**src/rtl/button_encoder.sv**
```systemverilog
// Four-player button encoder: synchronizes and debounces 12 raw buttons,
// accumulates press events per player and offers them round-robin on a valid/ack handshake.
module button_encoder #(
  parameter int unsigned DEBOUNCE_CYCLES = 4
) (
  input  logic        clk,
  input  logic        rst,
  input  logic [11:0] btn_in,
  input  logic        ack,
  output logic        valid,
  output logic [2:0]  select,
  output logic [2:0]  buttons,
  output logic        overrun
);

  typedef enum logic {
    IDLE,
    OFFER
  } state_t;

  localparam logic [7:0] DB_LIMIT = 8'(DEBOUNCE_CYCLES);

  logic [11:0]      sync1_q, sync2_q;
  logic [11:0]      db_q, db_d;
  logic [11:0][7:0] cnt_q, cnt_d;
  logic [3:0][2:0]  pending_q, pending_d;
  logic [3:0][2:0]  rise, clear_mask, kept;
  logic             overrun_q, overrun_d;
  state_t           state_q, state_d;
  logic [2:0]       select_q, select_d;
  logic [2:0]       buttons_q, buttons_d;
  logic [1:0]       ptr_q, ptr_d;
  logic [3:0]       has_pending;
  logic             grant_found;
  logic [1:0]       grant_p;
  logic [1:0]       cand;

  // Debounce: the counter only runs while the sampled level disagrees with the accepted one.
  always_comb begin
    for (int unsigned i = 0; i < 12; i++) begin
      db_d[i]  = db_q[i];
      cnt_d[i] = '0;
      if (sync2_q[i] != db_q[i]) begin
        if (cnt_q[i] + 8'd1 == DB_LIMIT) begin
          db_d[i] = sync2_q[i];
        end else begin
          cnt_d[i] = cnt_q[i] + 8'd1;
        end
      end
    end
  end

  assign rise = db_d & ~db_q;

  always_comb begin
    for (int unsigned p = 0; p < 4; p++) begin
      has_pending[p] = |pending_q[p];
    end
    grant_found = 1'b0;
    grant_p     = '0;
    cand        = '0;
    for (int unsigned j = 0; j < 4; j++) begin
      cand = ptr_q + 2'(j);
      if (!grant_found && has_pending[cand]) begin
        grant_found = 1'b1;
        grant_p     = cand;
      end
    end
  end

  always_comb begin
    state_d    = state_q;
    select_d   = select_q;
    buttons_d  = buttons_q;
    ptr_d      = ptr_q;
    clear_mask = '0;
    case (state_q)
      IDLE: begin
        if (grant_found) begin
          state_d             = OFFER;
          select_d            = {1'b0, grant_p} + 3'd1;
          buttons_d           = pending_q[grant_p];
          clear_mask[grant_p] = '1;
          ptr_d               = grant_p + 2'd1;
        end
      end
      OFFER: begin
        if (ack) begin
          state_d   = IDLE;
          select_d  = '0;
          buttons_d = '0;
        end
      end
      default: state_d = IDLE;
    endcase
  end

  // Events rising on the grant edge survive the clear, so they wait for the next offer.
  always_comb begin
    kept      = pending_q & ~clear_mask;
    pending_d = kept | rise;
    overrun_d = |(kept & rise);
  end

  always_ff @(posedge clk or posedge rst) begin
    if (rst) begin
      sync1_q   <= '0;
      sync2_q   <= '0;
      db_q      <= '0;
      cnt_q     <= '0;
      pending_q <= '0;
      overrun_q <= 1'b0;
      state_q   <= IDLE;
      select_q  <= '0;
      buttons_q <= '0;
      ptr_q     <= '0;
    end else begin
      sync1_q   <= btn_in;
      sync2_q   <= sync1_q;
      db_q      <= db_d;
      cnt_q     <= cnt_d;
      pending_q <= pending_d;
      overrun_q <= overrun_d;
      state_q   <= state_d;
      select_q  <= select_d;
      buttons_q <= buttons_d;
      ptr_q     <= ptr_d;
    end
  end

  assign valid   = (state_q == OFFER);
  assign select  = select_q;
  assign buttons = buttons_q;
  assign overrun = overrun_q;

endmodule

```
**config.mk**
```make
export PLATFORM = sky130hd
export DESIGN_NAME = button_encoder
export DESIGN_NICKNAME = d
export VERILOG_FILES = /design/src/rtl/button_encoder.sv
export SDC_FILE = /design/constraint.sdc
export NUM_CORES = 1
export LEC_CHECK = 0
export BUFFER_PORTS_ARGS = -buffer_cell sky130_fd_sc_hd__buf_2
export CAP_MARGIN = 20
export CORE_ASPECT_RATIO = 0.6
export CORE_MARGIN = 8
export CORE_UTILIZATION = 45
export DETAILED_ROUTE_END_ITERATION = 8
export PLACE_DENSITY_LB_ADDON = 0.05
export SETUP_SLACK_MARGIN = 0.4
export SYNTH_ARGS = -nofsm -noshare
export SYNTH_HDL_FRONTEND = slang
export SYNTH_SLANG_ARGS = --single-unit
```
**constraint.sdc**
```tcl
create_clock -name clk -period 6.1 [get_ports clk]
set_input_delay 0.915 -clock clk [delete_from_list [all_inputs] [get_ports clk]]
set_output_delay 0.915 -clock clk [all_outputs]
set_load 0.1 [all_outputs]
```
After elaboration in Yosys (flattened, before gate mapping)

Cells that the tools add are included.

Bits in registers: 154
Bits of input ports: 15
Output and inout bits: 8
Word-level logic and storage cells: 172

Add/sub/neg operators: 17
Magnitude comparators: 6
Equality and inequality tests: 26
Muxes and demuxes: 78
Bitwise gates (word level): 7
Reductions and logical operators: 14

Operator list:

| operator            | count |
|---|---|
| $mux 8              | 24 |
| $add 8x1->8 const B | 12 |
| $eq 8x3->1 const B  | 12 |
| $and 12x12->12      | 3 |
| $mux 1              | 34 |
| $mux 12             | 2 |
| $not 12->12         | 2 |
| $lt 2x3->1 const B  | 5 |
| $mux 3              | 5 |
| $ne 1x1->1          | 12 |
| $or 12x12->12       | 1 |
| $pmux 3 s2          | 2 |
| $reduce_or 12->1    | 1 |
| $reduce_or 3->1     | 4 |
| $bmux 1 s2          | 4 |
| $mux 2              | 4 |
| $bmux 3 s2          | 1 |
| $demux 3 s2         | 1 |
| $add 2x1->2 const B | 2 |
| $add 2x2->2 const B | 2 |
| $logic_and 1x1->1   | 4 |
| $ne 2x2->1 const B  | 2 |
| $reduce_and 2->1    | 2 |
| $add 2x1->3 const B | 1 |
| other kinds (4)     | 6 |

Longest topological paths before layout

Depth after elaboration: 23
Mapped depth: 7
Depth with buffers taken out: 7

Least setup slack after synthesis

OpenSTA, ideal clock, no wires.

Path type: reg2reg
From: reg pending_q[2] in the netlist's numbering
To: reg overrun_q (netlist: overrun)
Setup time: 0.139 ns
Data arrival time: 1.997 ns
Required time: 5.961 ns
Path slack: 3.964 ns
Stages on the path, launching flop included: 7
Buffers on the path: 0
Clock period less this slack: 2.136 ns
Cells stage by stage: dfrtp_1 > or3_4 > a211oi_2 > o32ai_2 > nor3_2 > o22ai_1 > or4_1

Cells in the longest elaborated chain, start to end: 23

Ends and longest elaborated chain:

| what                         | line | RTL |
|---|---|---|
| start, declared              | 26   | `logic [3:0][2:0] pending_q, pending_d;` |
| start signal, assigned       | 122  | `pending_q <= pending_d;` |
| $reduce_or 3->1              | 57   | `has_pending[p] = \|pending_q[p];` |
| $bmux 1 s2                   | 64   | `if (!grant_found && has_pending[cand]) begin` |
| $mux 1 (not written as such) | 64   |  |
| $mux 1                       | 64   |  |
| $logic_not 1->1              | 64   |  |
| $logic_and 1x1->1            | 64   |  |
| $mux 1                       | 64   |  |
| $logic_not 1->1              | 64   |  |
| [... 8 more ...]             | -    |  |
| $demux 3 s2                  | 83   | `clear_mask[grant_p] = '1;` |
| $mux 12                      | 79   | `if (grant_found) begin` |
| $mux 12                      | 77   | `case (state_q)` |
| $not 12->12                  | 100  | `kept = pending_q & ~clear_mask;` |
| $and 12x12->12 (*)           | 100  |  |
| $and 12x12->12 (*)           | 102  | `overrun_d = \|(kept & rise);` |
| $reduce_or 12->1 (*)         | 102  |  |
| named net overrun_d          | 28   | `logic overrun_q, overrun_d;` |
| end signal, assigned         | 123  | `overrun_q <= overrun_d;` |
| end, declared                | 28   |  |

The timed path passes the listed nets; every way through them passes the cells marked *. The select of a mux whose other input is x is not followed.
A chain may end at the register's enable or synchronous reset.

Worst setup path after layout

From: reg pending_q[8] in the netlist's numbering
To: reg overrun_q (netlist: overrun)

Same word-level chain as after synthesis.

==> flow_summary.toml <==
[run_status]
outcome = "finished clean"

[floorplanning]
rows = 34
core_um2 = 14600
io_pins = 23
dieWidth_um = 175
start_util_pct = 46.5
dieArea_um2 = 19400
die_y_um = 111

[power]
p_leak_nw = 3.49
ir_drop_uv = 220
power.density_nw_per_um2 = 460

[critical_path]
start_kind = "flop"
cp-end-kind = "flop"
ff2ff_setup_slack_ns = 3.70
arrival_ns = 2.68
rr_endpoint = "overrun$_DFF_PP0_"
crit_fanout = 8
r2r_cells = 6
reg2reg_from = "pending_q[8]$_DFF_PP0_"
criticalPathCategory = "reg2reg"
crit_required_ns = 6.37

[routing]
antenna_left = 0
wire_per_inst_um = 14.8
num_vias = 4449
drc = 0
vias_per_cell = 5.17
dr.pass1.iters = 4
drt_iter0_markers = 333
drt-total-wl_um = 12800

[sta]
tightest_slew_ns = 0.935
rsz0062_at_grt = "false"
finalMaxSlewViolations = 0
slew_headroom_pct = 37.7
tns_ns = 0
max_freq_ghz = 0.416
finalClockSkew_ns = 0.0118
hold_viol_final = 0
period_minus_slack_ns = 2.40
finalSetupViolCount = 0
fin_crit_sh_pct = 39.4

[synth]
ys_seq_area_share_pct = 56.6
synthesis.area_um2 = 6810
synth_fp_nets = 639
async_reset_ff_share_pct = 100
yosysMostFrequentCell = "dfrtp_1"
synth_area_per_cell_um2 = 11.2
yosys.area.top_type = "dfrtp_1"
yosysUniqueCellTypes = 52
syn_inst = 609
synth_edf_count = 0
yosysWarnings = 0
synth-seq-cells = 154
synth-main-ff-cell = "dfrtp_1"
synthTopCellsByCount = "154 x dfrtp_1, 84 x nor2_1, 58 x nand3_1"
synth_area_leaders = "dfrtp_1 57%, xor2_1 6.6%, nor2_1 4.6%, nand3_1 4.3%, xnor2_1 3.7%"
synth_top_cell_area_share_pct = 56.6

[clock_network]
root_buffer = "clkbuf_16"
clkSinkCount = 154
clk-insertion-delay-late_ns = 0.41
clk_pin_slew_ns = 0.06
postCtsSetupRepairBufs = 0
clk_path_buf_depth = 2
cts_tree = "yes"
cts_hold_buffers = 0
numCtsBuffers = 17
cts_resized = 0
cts.htree.levels = 4

[final_layout]
final_layout_size_suffix_gt1_share_pct = 11.5
fin_util_pct = 53.0
num-fill-cells = 1333
area_delta_synth_final_pct = 13.9
fin_nets = 680
diodes = 0

[grt]
grt.total_usage_pct = 14.0
overflow = 0
antenna_found_initial = 0
grt_pass1_vias = 4356
grt_max_degree = 110
grt_pass1_wl_um = 22300

[flow_run]
cap_violations = 0

[hold_path]
hold_class = "reg2reg"
hold_path_depth = 0
worstHoldStart = "sync1_q[10]$_DFF_PP0_"
holdPathEnd = "sync2_q[10]$_DFF_PP0_"

[placement]
dpl.hpwl_um = 8880
portBuffers = 22
gp_congestion = 0.823
==> flip-flops by register name, summed over array words and instances, names as in the netlist <==
signal,count
sync2_q,12
valid,1
cnt_q,96
overrun,1
select,3
db_q,12
buttons,3
pending_q,12
sync1_q,12
ptr_q,2
==> where the power goes <==
part	internal, mW	switching, mW	leakage (nW)
registers	1.22	0.226	2.03
clock network	0.622	0.405	0.271
logic	0.403	0.690	1.20
total	2.25	1.32	3.49
==> stage by stage <==
step / setup slack (ns) / hold WS (ns) / total power [mW] / area (µm²) / std cells
3_3_place_gp: 3.71 / 0.335 / 2.52 / 7170 / 829
4_1_cts: 3.71 / 0.349 / 3.60 / 7750 / 861
6_report: 3.70 / 0.347 / 3.57 / 7750 / 861
2_1_floorplan: 1.04 / 0.331 / 2.28 / 6810 / 609
3_5_place_dp: 3.69 / 0.335 / 2.55 / 7170 / 829
5_1_grt: 3.52 / 0.359 / 3.81 / 7750 / 861
==> kinds of logic (layout without fill, tap and decap cells) <==
family | Yosys count | in the layout | share of synthesized area (%)
adder cells (fa/ha/maj) | 15 | 15 | 2.76
AND/OR/NAND/NOR | 286 | 286 | 21.9
flip-flops | 154 | 154 | 56.6
XOR/XNOR | 80 | 80 | 10.3
AO/OA/AOI/OAI | 50 | 50 | 5.30
buffers and inverters | 7 | 61 | 0.386
multiplexers | 17 | 17 | 2.72
==> per-layer routing <==
layer | GRT usage (%) | part of all wire, % | vias to the layer above | routed length (µm)
li1 | - | - | 2212 | -
met1 | 21.1 | 54 | 2153 | 6920
met2 | 19.0 | 41 | 73 | 5250
met3 | 3.50 | 3.8 | 11 | 486
met4 | 4.67 | 0.88 | 0 | 112
met5 | 0 | 0 | - | 0
==> how the worst max path moves through the flow <==
stage / startpoint / to / slack, ns
after CTS: pending_q[3]$_DFF_PP0_ / buttons[1]$_DFFE_PP0P_ / 3.71
after global placement: rst / cnt_q[64]$_DFF_PP0_ / 3.71
after floorplan: rst / buttons[0]$_DFFE_PP0P_ / 1.04
after global routing: cnt_q[32]$_DFF_PP0_ / overrun$_DFF_PP0_ / 3.52
after detailed placement: rst / cnt_q[35]$_DFF_PP0_ / 3.69
final: pending_q[8]$_DFF_PP0_ / overrun$_DFF_PP0_ / 3.70
==> worst max-delay path, cell delays in order, from the launching register on <==
cell,delay (ns)
dfrtp_1,0.42
or3_1,0.42
a32oi_1,0.30
nand3_2,0.25
nor3_2,0.22
o22ai_1,0.11
or4_1,0.54
==> layout by cell type (no fill, tap or decap), types with 7 or more instances in the layout <==
master,n
mux2_2,12
xor2_1,51
xnor2_1,29
nor3_1,17
ha_1,15
nor2_1,84
o21ai_0,7
nand2_1,25
nand3_1,58
and3_1,20
nor2b_1,19
or3_1,7
nand2b_1,17
buf_2,22
dfrtp_1,154
a21oi_1,10
clkbuf_16,17
nor4_1,8
==> cell type report <==
type | count | area (µm²) | share of cell area (%)
inverter | 6 | 27.5 | 0.355
multi-input combinational | 448 | 2930 | 37.7
clock buffer | 21 | 460 | 5.94
clock inverter | 11 | 121 | 1.57
tap | 198 | 248 | 3.20
sequential | 154 | 3850 | 49.7
timing repair buffer | 23 | 118 | 1.52
Note: power is estimated with default switching activity, not from simulation.
